File: src/rtl/tone_player_if.sv
// tone_player_if: beat/control inputs and audio/status outputs of the tone player.
interface tone_player_if;
  logic       in_beat_clock;
  logic       in_start;
  logic       in_stop;
  logic       out_speaker;
  logic       out_busy;
  logic [2:0] out_note_idx;
  logic       out_done;
  modport master (
    output in_beat_clock, in_start, in_stop,
    input  out_speaker, out_busy, out_note_idx, out_done
  );
  modport slave (
    input  in_beat_clock, in_start, in_stop,
    output out_speaker, out_busy, out_note_idx, out_done
  );
endinterface

File: src/rtl/tone_player.sv
// tone_player: plays a fixed 8-step melody on a square-wave speaker, one note per beat.
// Define TONE_PLAYER_LOOP_EN to loop the melody forever instead of stopping after the last note.
module tone_player #(
  parameter int SYNC_STAGES = 2,
  parameter int HALF_W      = 17,
  parameter int LAST_NOTE   = 7
) (
  input  logic          in_clock,
  input  logic          in_reset_n,
  tone_player_if.slave  bus
);
  typedef enum logic [1:0] {IDLE, WAIT_BEAT, PLAY, DONE} state_t;
  state_t                 state_q, state_d;
  logic [SYNC_STAGES-1:0] sync_q;
  logic                   dly_q, beat_q;
  logic [2:0]             idx_q, idx_d;
  logic [HALF_W-1:0]      cnt_q, cnt_d, half;
  logic                   spk_q, spk_d, done_q, done_d, busy_q, busy_d;
  function automatic logic [HALF_W-1:0] rom(input logic [2:0] i);
    case (i)
      3'd0:    rom = HALF_W'(95556);
      3'd1:    rom = HALF_W'(75843);
      3'd2:    rom = HALF_W'(63776);
      3'd4:    rom = HALF_W'(63776);
      3'd5:    rom = HALF_W'(75843);
      3'd6:    rom = HALF_W'(95556);
      default: rom = '0;
    endcase
  endfunction
  always_ff @(posedge in_clock or negedge in_reset_n) begin
    if (!in_reset_n) begin
      sync_q  <= '0;
      dly_q   <= 1'b0;
      beat_q  <= 1'b0;
      state_q <= IDLE;
      idx_q   <= '0;
      cnt_q   <= '0;
      spk_q   <= 1'b0;
      done_q  <= 1'b0;
      busy_q  <= 1'b0;
    end else begin
      sync_q  <= {sync_q[SYNC_STAGES-2:0], bus.in_beat_clock};
      dly_q   <= sync_q[SYNC_STAGES-1];
      beat_q  <= sync_q[SYNC_STAGES-1] & ~dly_q;
      state_q <= state_d;
      idx_q   <= idx_d;
      cnt_q   <= cnt_d;
      spk_q   <= spk_d;
      done_q  <= done_d;
      busy_q  <= busy_d;
    end
  end
  // Speaker and counter default to cleared; only an uninterrupted PLAY cycle advances the tone.
  always_comb begin
    state_d = state_q;
    idx_d   = idx_q;
    cnt_d   = '0;
    spk_d   = 1'b0;
    done_d  = 1'b0;
    half    = rom(idx_q);
    if (bus.in_stop) begin
      state_d = IDLE;
      idx_d   = '0;
    end else begin
      case (state_q)
        IDLE:      state_d = bus.in_start ? WAIT_BEAT : IDLE;
        WAIT_BEAT: begin
          state_d = beat_q ? PLAY : WAIT_BEAT;
          idx_d   = beat_q ? '0 : idx_q;
        end
        PLAY: begin
          if (beat_q) begin
            if (idx_q < 3'(LAST_NOTE)) begin
              idx_d = idx_q + 3'd1;
            end else begin
`ifdef TONE_PLAYER_LOOP_EN
              idx_d   = '0;
`else
              state_d = DONE;
`endif
              done_d  = 1'b1;
            end
          end else if (half != '0) begin
            cnt_d = (cnt_q == half - HALF_W'(1)) ? '0 : cnt_q + HALF_W'(1);
            spk_d = (cnt_q == half - HALF_W'(1)) ? ~spk_q : spk_q;
          end
        end
        DONE: begin
          state_d = IDLE;
          idx_d   = '0;
        end
        default: state_d = IDLE;
      endcase
    end
    busy_d = (state_d == WAIT_BEAT) | (state_d == PLAY);
  end
  assign bus.out_speaker  = spk_q;
  assign bus.out_busy     = busy_q;
  assign bus.out_note_idx = idx_q;
  assign bus.out_done     = done_q;
endmodule

File: src/flat_wrapper.sv
// flat-port wrapper written by rule: the top's interface ports become plain ports
module tone_player_flat 
#(
  parameter int SYNC_STAGES = 2,
  parameter int HALF_W      = 17,
  parameter int LAST_NOTE   = 7
)
  (in_clock, in_reset_n, bus_in_beat_clock, bus_in_start, bus_in_stop, bus_out_speaker, bus_out_busy, bus_out_note_idx, bus_out_done);
  tone_player_if bus_i ();
  input  logic in_clock;
  input  logic in_reset_n;
  input wire logic [$bits(bus_i.in_beat_clock)-1:0] bus_in_beat_clock;
  input wire logic [$bits(bus_i.in_start)-1:0] bus_in_start;
  input wire logic [$bits(bus_i.in_stop)-1:0] bus_in_stop;
  output wire logic [$bits(bus_i.out_speaker)-1:0] bus_out_speaker;
  output wire logic [$bits(bus_i.out_busy)-1:0] bus_out_busy;
  output wire logic [$bits(bus_i.out_note_idx)-1:0] bus_out_note_idx;
  output wire logic [$bits(bus_i.out_done)-1:0] bus_out_done;
  assign bus_i.in_beat_clock = bus_in_beat_clock;
  assign bus_i.in_start = bus_in_start;
  assign bus_i.in_stop = bus_in_stop;
  assign bus_out_speaker = bus_i.out_speaker;
  assign bus_out_busy = bus_i.out_busy;
  assign bus_out_note_idx = bus_i.out_note_idx;
  assign bus_out_done = bus_i.out_done;
  tone_player #(.SYNC_STAGES(SYNC_STAGES), .HALF_W(HALF_W), .LAST_NOTE(LAST_NOTE)) u_core (.in_clock(in_clock), .in_reset_n(in_reset_n), .bus(bus_i));
endmodule
File: config.mk
export PLATFORM = sky130hd
export DESIGN_NAME = tone_player_flat
export DESIGN_NICKNAME = d
export VERILOG_FILES = /design/src/rtl/tone_player_if.sv /design/src/rtl/tone_player.sv /design/src/flat_wrapper.sv
export SDC_FILE = /design/constraint.sdc
export NUM_CORES = 1
export LEC_CHECK = 0
export BUFFER_PORTS_ARGS = -buffer_cell sky130_fd_sc_hd__buf_2
export CORE_MARGIN = 4
export CORE_UTILIZATION = 46
export DETAILED_ROUTE_END_ITERATION = 7
export GPL_TIMING_DRIVEN = 0
export PLACE_DENSITY = 0.67
export SLEW_MARGIN = 20
export SYNTH_ARGS = -nofsm -noshare
export SYNTH_HDL_FRONTEND = slang
export SYNTH_SLANG_ARGS = --single-unit
File: constraint.sdc
create_clock -name in_clock -period 5.5 [get_ports in_clock]
set_input_delay 1.1 -clock in_clock [delete_from_list [all_inputs] [get_ports in_clock]]
set_output_delay 1.1 -clock in_clock [all_outputs]
set_load 0.01 [all_outputs]
==> metrics.txt, run 1 <==
synthesized area=0.00157 sq mm; pre-CTS setup slack=2.49 ns; worst reg2reg path endpoint=u_core.cnt_q[11]; final net count=185; cell family with most CP delay=simple AND/OR/NAND/NOR gates; wire length per cell=13.2 microns; LEAKAGE=0.000779 uW; placement row count=20; diodes inserted=0; Worst Tran Pin Value=0.631 ns; synthesis-stage register bit count=29; Critical path origin=u_core.bus.out_note_idx[0]; data arrival at the endpoint of the critical path=3.22 ns; post-CTS setup buffer count=0; mean area per synthesized cell=10.2 sq um; final weighted congestion of routability-driven global placement=0.852; destination of the worst hold path=u_core.sync_q[1]; count of buffers from port buffering=10; DRC violation total after the first TritonRoute iteration=79; CP max-delay cell=or4_1; smallest hold slack=0.364 ns; fraction of met1 tracks used by global routing=21.4%; relative slew slack=58.0%; startpoint type of the worst setup path=register; 1st-pass router iterations=4; most used routing layer in global routing=met2; critical path fanouts, max=10; initial core utilization=49.7%; buffer type at the clock tree root=clkbuf_4; count of antenna-violating nets left after detailed routing=0; die height=66.4 microns; layout cell share with drive strength beyond 1=15.2%; count of endpoints failing hold in the final timing report=0; met2 track demand over resource=23.2%; CP required=5.72 ns; status=completed; vias post-DR=1162; post-route cell area=0.00174 sq mm; met3 routing resource usage after global routing=5.27%; detailed placer's ending HPWL=2.10 mm; vias in the first global route=1105; Pwr Density=218 mW/mm^2; overall global routing resource usage=15.8%; Skew-Pair Late Insertion Delay=0.33 ns; highest clock rate=333 MHz; max-cap check violation count=0; pin count of the biggest net entering global routing=30; cts bufs inserted=5; Worst Setup Slack, final=2.50 ns; Final Cycle Share=54.6%; worst path buffer plus inverter count=3; total negative setup slack=0 ns; global-route wire length before repair=5.20 mm; kind of critical path=register to register; number of filler instances in the final layout=297; core region area=0.00315 sq mm; Post-Syn Instances=153; net count after synthesis=168; clock tree sinks=29; synth unique cells=39; antenna violations before repair=0; Die Width=66.4 microns; final max-slew violation count=0; Residual DRC=0; cell chain of the critical path=inv_1 -> ha_1 -> mux2_2 -> inv_1 -> ha_1 -> xor2_1 -> nand3_1 -> or4_1 -> o21ai_2 -> buf_6 -> nor2_1; die area=0.00440 sq mm; RSZ-0062 raised after global routing=false; cell area after placement=0.00167 sq mm; proportion of synthesized chip area in sequential cells=46.3%; peak supply drop=149 uV; clock input transition at the sequential cells of the worst setup and hold paths=0.09 ns; worst hold path class=register to register; maximum number of buffers from clock root to sink=2; FF-to-FF setup slack=2.50 ns; post-cts hold buffer count=0; TritonCTS clock tree=done; source of the worst hold timing path=u_core.sync_q[0]; number of warnings reported in the yosys synthesis log=0; worst clock skew=0.0123 ns; nature of the critical path endpoint=register; Overflow after GRT=0; P&R area growth vs syn=11.2%; FF-to-FF path depth=11; time the worst path needs with I/O delays and setup=3.00 ns; # setup viols final=0; H-Tree Level Count=2; Resized Gates After CTS=0; WL final=2.83 mm; hold depth=0; vias per cell=5.40; reg-to-reg critical path startpoint=u_core.bus.out_note_idx[0]; CP max stage delay=0.54 ns; count of pins on the block boundary=11
-- stage by stage --
step / util, % / total power, uW / std cells
floorplan: - / 230 / 153
global placement: 53.0 / 238 / 207
detailed placement: 53.0 / 238 / 207
CTS: 55.2 / 389 / 215
global route: 55.2 / 402 / 215
finish: 55.2 / 381 / 215
-- worst register-to-register path, cell delays in order (launching register included) --
cell and delay, ns:
dfrtp_1 0.52, inv_1 0.15, ha_1 0.23, mux2_2 0.29
inv_1 0.06, ha_1 0.24, xor2_1 0.16, nand3_1 0.10
or4_1 0.54, o21ai_2 0.36, buf_6 0.20, nor2_1 0.05
-- Yosys cell counts, drive strengths merged --
master | number | area, sq um
xor2 | 14 | 123
nor2 | 22 | 82.6
a21boi | 1 | 7.51
nand2b | 2 | 12.5
o211ai | 1 | 7.51
a21oi | 4 | 20.0
or3 | 2 | 13.8
o22ai | 1 | 6.26
and2 | 1 | 6.26
nand3 | 7 | 35.0
ha | 10 | 125
nor4 | 1 | 6.26
a211o | 1 | 8.76
o22a | 1 | 8.76
o21ba | 1 | 10.0
nand2 | 7 | 26.3
mux2 | 3 | 37.5
a22o | 1 | 8.76
xnor2 | 5 | 43.8
dfrtp | 29 | 726
o21bai | 1 | 7.51
or2 | 1 | 6.26
and3 | 4 | 25.0
clkbuf | 1 | 3.75
inv | 6 | 22.5
o21ai | 4 | 23.8
nor3 | 5 | 25.0
buf | 1 | 11.3
mux2i | 3 | 30.0
a31oi | 1 | 6.26
a221o | 1 | 10.0
nand3b | 1 | 7.51
or4 | 2 | 15.0
nand4 | 3 | 18.8
nor2b | 2 | 12.5
and4 | 3 | 26.3
-- where the power goes --
| group | switching (uW) | internal [uW] | total [uW] |
|---|---|---|---|
| registers | 2.42 | 216 | 219 |
| clock network | 72.8 | 74.0 | 147 |
| logic | 9.30 | 5.93 | 15.2 |
-- worst max path at each step --
stage	end	slack (ns)	depth (start not counted)
floorplan	u_core.cnt_q[8]	2.79	11
global placement	u_core.cnt_q[9]	2.57	11
detailed placement	u_core.cnt_q[9]	2.49	11
CTS	u_core.cnt_q[11]	2.45	11
global route	u_core.cnt_q[0]	2.26	11
finish	u_core.cnt_q[11]	2.50	11
-- cells in the final DEF, fill, tap and decap left out, types with 3 or more instances in the layout --
master	instances
dfrtp_1	29
xor2_1	14
nand2_1	7
a21oi_1	4
nor2_1	22
ha_1	10
inv_1	6
buf_2	10
xnor2_1	5
o21ai_0	3
mux2i_1	3
nand3_1	7
clkbuf_4	5
and4_1	3
nor3_1	5
nand4_1	3
and3_1	4
-- logic make-up (layout without fill, tap and decap cells) --
| group | Yosys count | count (layout) | share of synthesized area (%) |
|---|---|---|---|
| buf+inv | 8 | 26 | 2.40 |
| fa+ha+maj | 10 | 10 | 7.99 |
| simple gates | 63 | 63 | 20.4 |
| mux | 6 | 6 | 4.31 |
| xor+xnor | 19 | 19 | 10.6 |
| compound gates | 18 | 18 | 7.99 |
| flops | 29 | 29 | 46.3 |
-- sequential cells by signal, summed over array words and instances, names as in the netlist --
register / flops
u_core.sync_q: 2
u_core.bus.out_note_idx: 3
u_core.cnt_q: 17
u_core.bus.out_done: 1
u_core.state_q: 2
u_core.beat_q: 1
u_core.bus.out_busy: 1
u_core.bus.out_speaker: 1
u_core.dly_q: 1
-- area by class of cell --
type	instances	area [sq um]	share of cell area, %
Timing Repair Buffer	10	50.0	2.87
Sequential cell	29	726	41.7
Clock buffer	7	65.1	3.74
Tap cell	44	55.1	3.16
Buffer	2	15.0	0.862
Clock inverter	1	5.00	0.287
Multi-Input combinational cell	116	803	46.1
Inverter	6	22.5	1.29
-- layer usage --
layer | routed length [microns] | vias up
met5 | 0 | -
met4 | 63 | 0
met3 | 197 | 10
met2 | 1300 | 34
met1 | 1270 | 551
li1 | - | 567
No activity file was read; power rests on OpenSTA's default activity.
==> inputs of run 2 (changes only) <==
Settings changed: PLACE_DENSITY 0.67 to 0.7.
Clock period 5.5 ns to 2.62 ns, I/O delays scaled along.
==> metrics.txt, run 2 (synthesized netlist as in run 1, its figures left out) <==
status=completed; worst clock skew=0.00320 ns (-0.00913 ns); nature of the critical path endpoint=register; placement row count=20 (unchanged); DRC violation total after the first TritonRoute iteration=48 (-39%); vias per cell=5.38 (-0.42%); 1st-pass router iterations=4 (unchanged); pin count of the biggest net entering global routing=30 (unchanged); clock input transition at the sequential cells of the worst setup and hold paths=0.09 ns (about the same); H-Tree Level Count=2 (unchanged); die area=0.00440 sq mm (unchanged); initial core utilization=49.7% (unchanged); final weighted congestion of routability-driven global placement=0.806 (-5.5%); number of filler instances in the final layout=298 (+0.34%); vias post-DR=1184 (+1.9%); antenna violations before repair=0 (unchanged); total negative setup slack=0 ns (unchanged); count of endpoints failing hold in the final timing report=0 (unchanged); highest clock rate=387 MHz (+16%); final max-slew violation count=0 (unchanged); Total Power Consumption=841 uW (+120%); number of flip-flops in the largest register=17 (unchanged); Overflow after GRT=0 (unchanged); vias in the first global route=1164 (+5.3%); Final Cycle Share=98.6% (+44 points); count of buffers from port buffering=10 (unchanged); diodes inserted=0 (unchanged); number of standard cells in the layout, taps in and fillers out=220 (+2.3%); Skew-Pair Late Insertion Delay=0.33 ns (about the same); CP required=2.85 ns (-2.87 ns); post-route cell area=0.00189 sq mm (+8.4%); Residual DRC=0 (unchanged); final net count=191 (+3.2%); top register by number of flip-flops=u_core.cnt_q; worst hold path class=input port to asynchronous set/reset pin; wire length per cell=14.1 microns (+7.4%); critical path fanouts, max=5 (-5); count of antenna-violating nets left after detailed routing=0 (unchanged); overall global routing resource usage=16.7% (+0.94 points); die height=66.4 microns (unchanged); commonest non-fill, non-tap cells in the layout=dfrtp_1 (27), xor2_1 (13), nor2_1 (12); RSZ-0062 raised after global routing=true; cell area after placement=0.00168 sq mm (+0.60%); count of pins on the block boundary=11 (unchanged); global-route wire length before repair=5.42 mm (+4.1%); max-cap check violation count=0 (unchanged); kind of critical path=register to register; startpoint type of the worst setup path=register; Die Width=66.4 microns (unchanged); WL final=3.11 mm (+9.8%); maximum number of buffers from clock root to sink=2 (unchanged); cts bufs inserted=5 (unchanged); LEAKAGE=0.000821 uW (+5.3%); relative slew slack=56.9% (-1.0 points); time the worst path needs with I/O delays and setup=2.58 ns (-0.418 ns); Pwr Density=446 mW/mm^2 (+100%); core region area=0.00315 sq mm (unchanged); detailed placer's ending HPWL=2.12 mm (+0.99%); clock tree sinks=29 (unchanged); Worst Tran Pin Value=0.646 ns (+0.0156 ns); TritonCTS clock tree=done; dpl cells=207 (unchanged); most common cell after layout, fill and taps aside=dfrtp_1; P&R area growth vs syn=20.5%; post-cts hold buffer count=0 (unchanged); layout cell share with drive strength beyond 1=29.5% (+14 points); buffer type at the clock tree root=clkbuf_4; data arrival at the endpoint of the critical path=2.81 ns (-0.41 ns); # setup viols final=0 (unchanged); peak supply drop=298 uV (+100%)
run 2: worst paths after layout:
path	cells past startpoint	from	slack (ns)	to
min in group in_clock	1	bus_in_beat_clock	0.29	u_core.sync_q[0]
max in group asynchronous	1	in_reset_n	1.96	u_core.bus.out_note_idx[0]
min reg2reg	0	u_core.sync_q[0]	0.36	u_core.sync_q[1]
max	11	u_core.bus.out_note_idx[1]	0.04	u_core.cnt_q[14]
max reg2reg	11	u_core.bus.out_note_idx[1]	0.04	u_core.cnt_q[14]
min	1	in_reset_n	0.21	u_core.sync_q[1]
run 2: layout make-up:
cell class / count / area, sq um / share of cell area (%)
buffer: 2 / 15.0 / 0.795
clock buffer: 5 / 37.5 / 1.99
clock inverter: 2 / 35.0 / 1.86
inverter: 6 / 27.5 / 1.46
multi-input combinational: 116 / 883 / 46.8
sequential: 29 / 728 / 38.6
tap: 44 / 55.1 / 2.92
timing repair buffer: 16 / 106 / 5.63
run 2: repair_timing:
action | CTS | global route
gates resized for setup | 2 | 25
setup endpoints to repair | 18 | 18
setup buffers | 5 | 0
pin swaps | 1 | 10
gates cloned | 0 | 1
run 2: critical path: stages (launching register included):
cell     delay [ns]
dfrtp_2        0.42
inv_4          0.06
ha_4           0.15
mux2_4         0.28
inv_2          0.07
ha_4           0.20
xor2_2         0.13
nand3_2        0.10
or4_4          0.55
o21ai_4        0.30
buf_6          0.18
nor2_1         0.04
run 2: stage by stage:
stage                     hold slack (ns)  setup slack (ns)  utilization, %
after floorplan                     0.228            0.0381               -
after global placement              0.343            -0.157            53.3
after detailed placement            0.336            -0.203            53.3
after CTS                           0.210            0.0219            56.9
after global routing                0.231           -0.0910            59.9
final                               0.206            0.0369            59.9
run 2: layer usage:
layer	share of wire [%]	routed length [microns]	GRT usage [%]
met1	46	1430	21.8
met2	47	1460	24.5
met3	5.2	161	6.12
met4	1.9	59	7.61
met5	0	0	0
run 2: power breakdown:
part	internal, uW	switching (uW)
Sequential	454	5.13
Clock	194	152
Combinational	14.7	21.7
Total	662	179
==> inputs of run 3 (changes only) <==
Settings changed: ABC_AREA set to 1.
==> metrics.txt, run 3 <==
max-cap check violation count=0 (unchanged); CP required=2.79 ns (-0.06 ns); core region area=0.00366 sq mm (+16%); nature of the critical path endpoint=register; 1st-pass router iterations=4 (unchanged); combinational family with the most area after synthesis=simple AND/OR/NAND/NOR gates; share of power burned in the clock network=42.1% (+0.9 points); dominant cell by count in the synthesized netlist=nand2_1; fraction of post-synthesis cell area in the top cell type by area=41.4% (-4.9 points); top register by number of flip-flops=u_core.cnt_q; worst hold path class=input port to asynchronous set/reset pin; biggest area consumer among synthesized cells=dfrtp_1; diodes inserted=0 (unchanged); Overflow after GRT=0 (unchanged); final max-slew violation count=0 (unchanged); net count after synthesis=233 (+39%); worst clock skew=0.00481 ns (+0.00161 ns); highest clock rate=420 MHz (+8.5%); number of flip-flops in the largest register=17 (unchanged); kind of critical path=register to register; antenna violations before repair=0 (unchanged); critical path fanouts, max=10 (+5); count of endpoints failing hold in the final timing report=0 (unchanged); Final Cycle Share=90.9% (-7.7 points); synthesis-stage register bit count=29 (unchanged); count of buffers from port buffering=10 (unchanged); detailed placer's ending HPWL=2.40 mm (+13%); number of filler instances in the final layout=356 (+19%); final weighted congestion of routability-driven global placement=0.809 (+0.38%); WL final=3.20 mm (+2.8%); synth unique cells=25 (-36%); status=completed; leading cell types by total area after synthesis=dfrtp_1 (41%), nand2_1 (10%), ha_1 (7.1%); Post-Syn Instances=218 (+42%); initial core utilization=47.8% (-1.8 points); vias post-DR=1359 (+15%); placement row count=22 (+10%); power spent charging and discharging nets=191 uW (+6.4%); share of cell area taken by muxes after synthesis=0% (-4.3 points); post-layout util=53.2% (-6.6 points); DRC violation total after the first TritonRoute iteration=66 (+38%); simple logic cell fraction of the synthesized area=31.4% (+11 points); P&R area growth vs syn=11.3%; peak supply drop=309 uV (+3.8%); count of pins on the block boundary=11 (unchanged); Pwr Density=445 mW/mm^2 (-0.21%); TritonCTS clock tree=done; most used routing layer in global routing=met2; Top FF cell, synth=dfrtp_1; compound-cell area share of the yosys netlist=5.14% (-2.8 points); die area=0.00486 sq mm (+10%); maximum number of buffers from clock root to sink=2 (unchanged); RSZ-0062 raised after global routing=false; die height=69.7 microns (+5.1%); clock input transition at the sequential cells of the worst setup and hold paths=0.06 ns (-0.03 ns); wire length per cell=11.3 microns (-20%); commonest non-fill, non-tap cells in the layout=nand2_1 (47), dfrtp_1 (28), inv_1 (26); Worst Tran Pin Value=0.642 ns (-0.00456 ns); Async S/R FF share, synth=100% (unchanged); fraction of the mapped netlist area in adder cells=7.14% (-0.84 points); relative slew slack=57.2% (+0.30 points); relative contribution of combinational cells to total power=4.8% (+0.5 points); count of antenna-violating nets left after detailed routing=0 (unchanged); reg-to-reg critical path startpoint=u_core.bus.out_note_idx[1]; number of enable-type register cells in the synthesized netlist=0 (unchanged); Residual DRC=0 (unchanged); H-Tree Level Count=2 (unchanged); worst reg2reg path endpoint=u_core.cnt_q[11]; FF-to-FF path depth=17 (+6); layout cell share with drive strength beyond 1=21.3% (-8.3 points); synthesized area=0.00175 sq mm (+12%); global-route wire length before repair=5.60 mm (+3.4%); Skew-Pair Late Insertion Delay=0.28 ns (-0.05 ns); total negative setup slack=0 ns (unchanged); total internal power=676 uW (+2.1%); startpoint type of the worst setup path=register; number of warnings reported in the yosys synthesis log=0 (unchanged); data arrival at the endpoint of the critical path=2.55 ns (-0.26 ns); met3 routing resource usage after global routing=4.06% (-2.1 points); cts bufs inserted=5 (unchanged); fraction of met1 tracks used by global routing=18.5% (-3.3 points); LEAKAGE=0.000915 uW (+11%); FF-to-FF setup slack=0.24 ns (+0.20 ns); proportion of synthesized chip area in sequential cells=41.4% (-4.9 points); vias in the first global route=1277 (+9.7%); post-CTS setup buffer count=0 (-5); xor and xnor fraction of the mapped netlist area=6.00% (-4.6 points); clock tree sinks=29 (unchanged); vias per cell=4.80 (-11%); Die Width=69.7 microns (+5.1%); pin count of the biggest net entering global routing=30 (unchanged); time the worst path needs with I/O delays and setup=2.38 ns (-0.202 ns); buffer type at the clock tree root=clkbuf_8; Sequential Power Share=53.1% (-1.4 points); mean area per synthesized cell=8.04 sq um (-22%); # setup viols final=0 (unchanged); most common cell after layout, fill and taps aside=nand2_1; overall global routing resource usage=14.4% (-2.3 points); Total Power Consumption=867 uW (+3.0%); final net count=250 (+31%); proportion of total power due to net switching=22.0% (+0.70 points); met2 track demand over resource=23.3% (-1.2 points); synth cell count leaders=nand2_1 (47), dfrtp_1 (29), inv_1 (27)
## run 3: cell types whose count changed in the layout (fill, tap and decap cells not counted), moves of 4 or more
cell	delta
and3_1	-4
clkbuf_4	-5
clkbuf_8	+6
inv_1	+23
inv_2	+6
nand2_1	+40
nand3_1	+11
nor2_1	+9
nor2_2	+8
nor3_1	-4
o21ai_0	+8
## run 3: timing repair
| item | CTS | global route |
|---|---|---|
| setup endpoints to repair | 0 | 10 |
| hold buffers | 0 | 0 |
| gates resized for setup | 0 | 2 |
## run 3: power by group through the flow
stage               Sequential [uW]  Combinational, uW  Clock [uW]
finish                          460               41.8         365
global route                    461               48.3         395
CTS                             460               43.1         376
detailed placement              468               43.0           0
global placement                467               42.1           0
floorplan                       468               22.5           0
## run 3: worst max-delay path by stage
stage                               start          endpoint  cells past startpoint
4_1_cts        u_core.bus.out_note_idx[0]  u_core.cnt_q[11]                     17
3_3_place_gp   u_core.bus.out_note_idx[0]  u_core.cnt_q[11]                     17
5_1_grt        u_core.bus.out_note_idx[1]   u_core.cnt_q[5]                     17
3_5_place_dp   u_core.bus.out_note_idx[0]  u_core.cnt_q[11]                     17
6_report       u_core.bus.out_note_idx[1]  u_core.cnt_q[11]                     17
2_1_floorplan  u_core.bus.out_note_idx[0]  u_core.cnt_q[11]                     17
## run 3: cell families (layout without fill, tap and decap cells)
group | count (synthesis) | after routing
AO/OA/AOI/OAI | 17 | 17
XOR/XNOR | 12 | 12
adder cells (fa/ha/maj) | 10 | 10
buffers and inverters | 35 | 52
flip-flops | 29 | 29
AND/OR/NAND/NOR | 115 | 115
## run 3: per-stage QoR
stage	area (sq um)	hold slack, ns	setup slack [ns]	std cells
6_report	1950	0.266	0.239	283
5_1_grt	1950	0.324	0.0258	283
4_1_cts	1950	0.298	0.166	283
3_5_place_dp	1860	0.347	0.179	276
3_3_place_gp	1860	0.337	0.194	276
2_1_floorplan	1750	0.228	0.436	218
## run 3: worst max-delay path: stages (launching register included)
cell,delay [ns]
dfrtp_1,0.46
inv_1,0.17
ha_1,0.18
nand2_2,0.06
nand2_1,0.06
inv_1,0.04
ha_1,0.28
nand2_1,0.07
inv_1,0.04
nor2_1,0.09
nand2_1,0.05
nor2_1,0.08
nand2_1,0.07
nor2_2,0.09
nand3_2,0.17
nand2_4,0.15
buf_12,0.15
nor2_2,0.04
## run 3: final cells by class
class,instances,area [sq um],share of cell area (%)
plain buffers,2,31.3,1.60
flip-flops and latches,29,727,37.3
clock buffers,7,86.3,4.43
well taps,48,60.1,3.08
inverters,33,124,6.35
multi-input cells,154,871,44.7
repair buffers,10,50.0,2.57
## run 3: metal layers
| metal | wire [microns] | vias to the layer above |
|---|---|---|
| li1 | - | 716 |
| met5 | 0 | - |
| met4 | 53 | 0 |
| met3 | 110 | 7 |
| met1 | 1580 | 624 |
| met2 | 1450 | 12 |
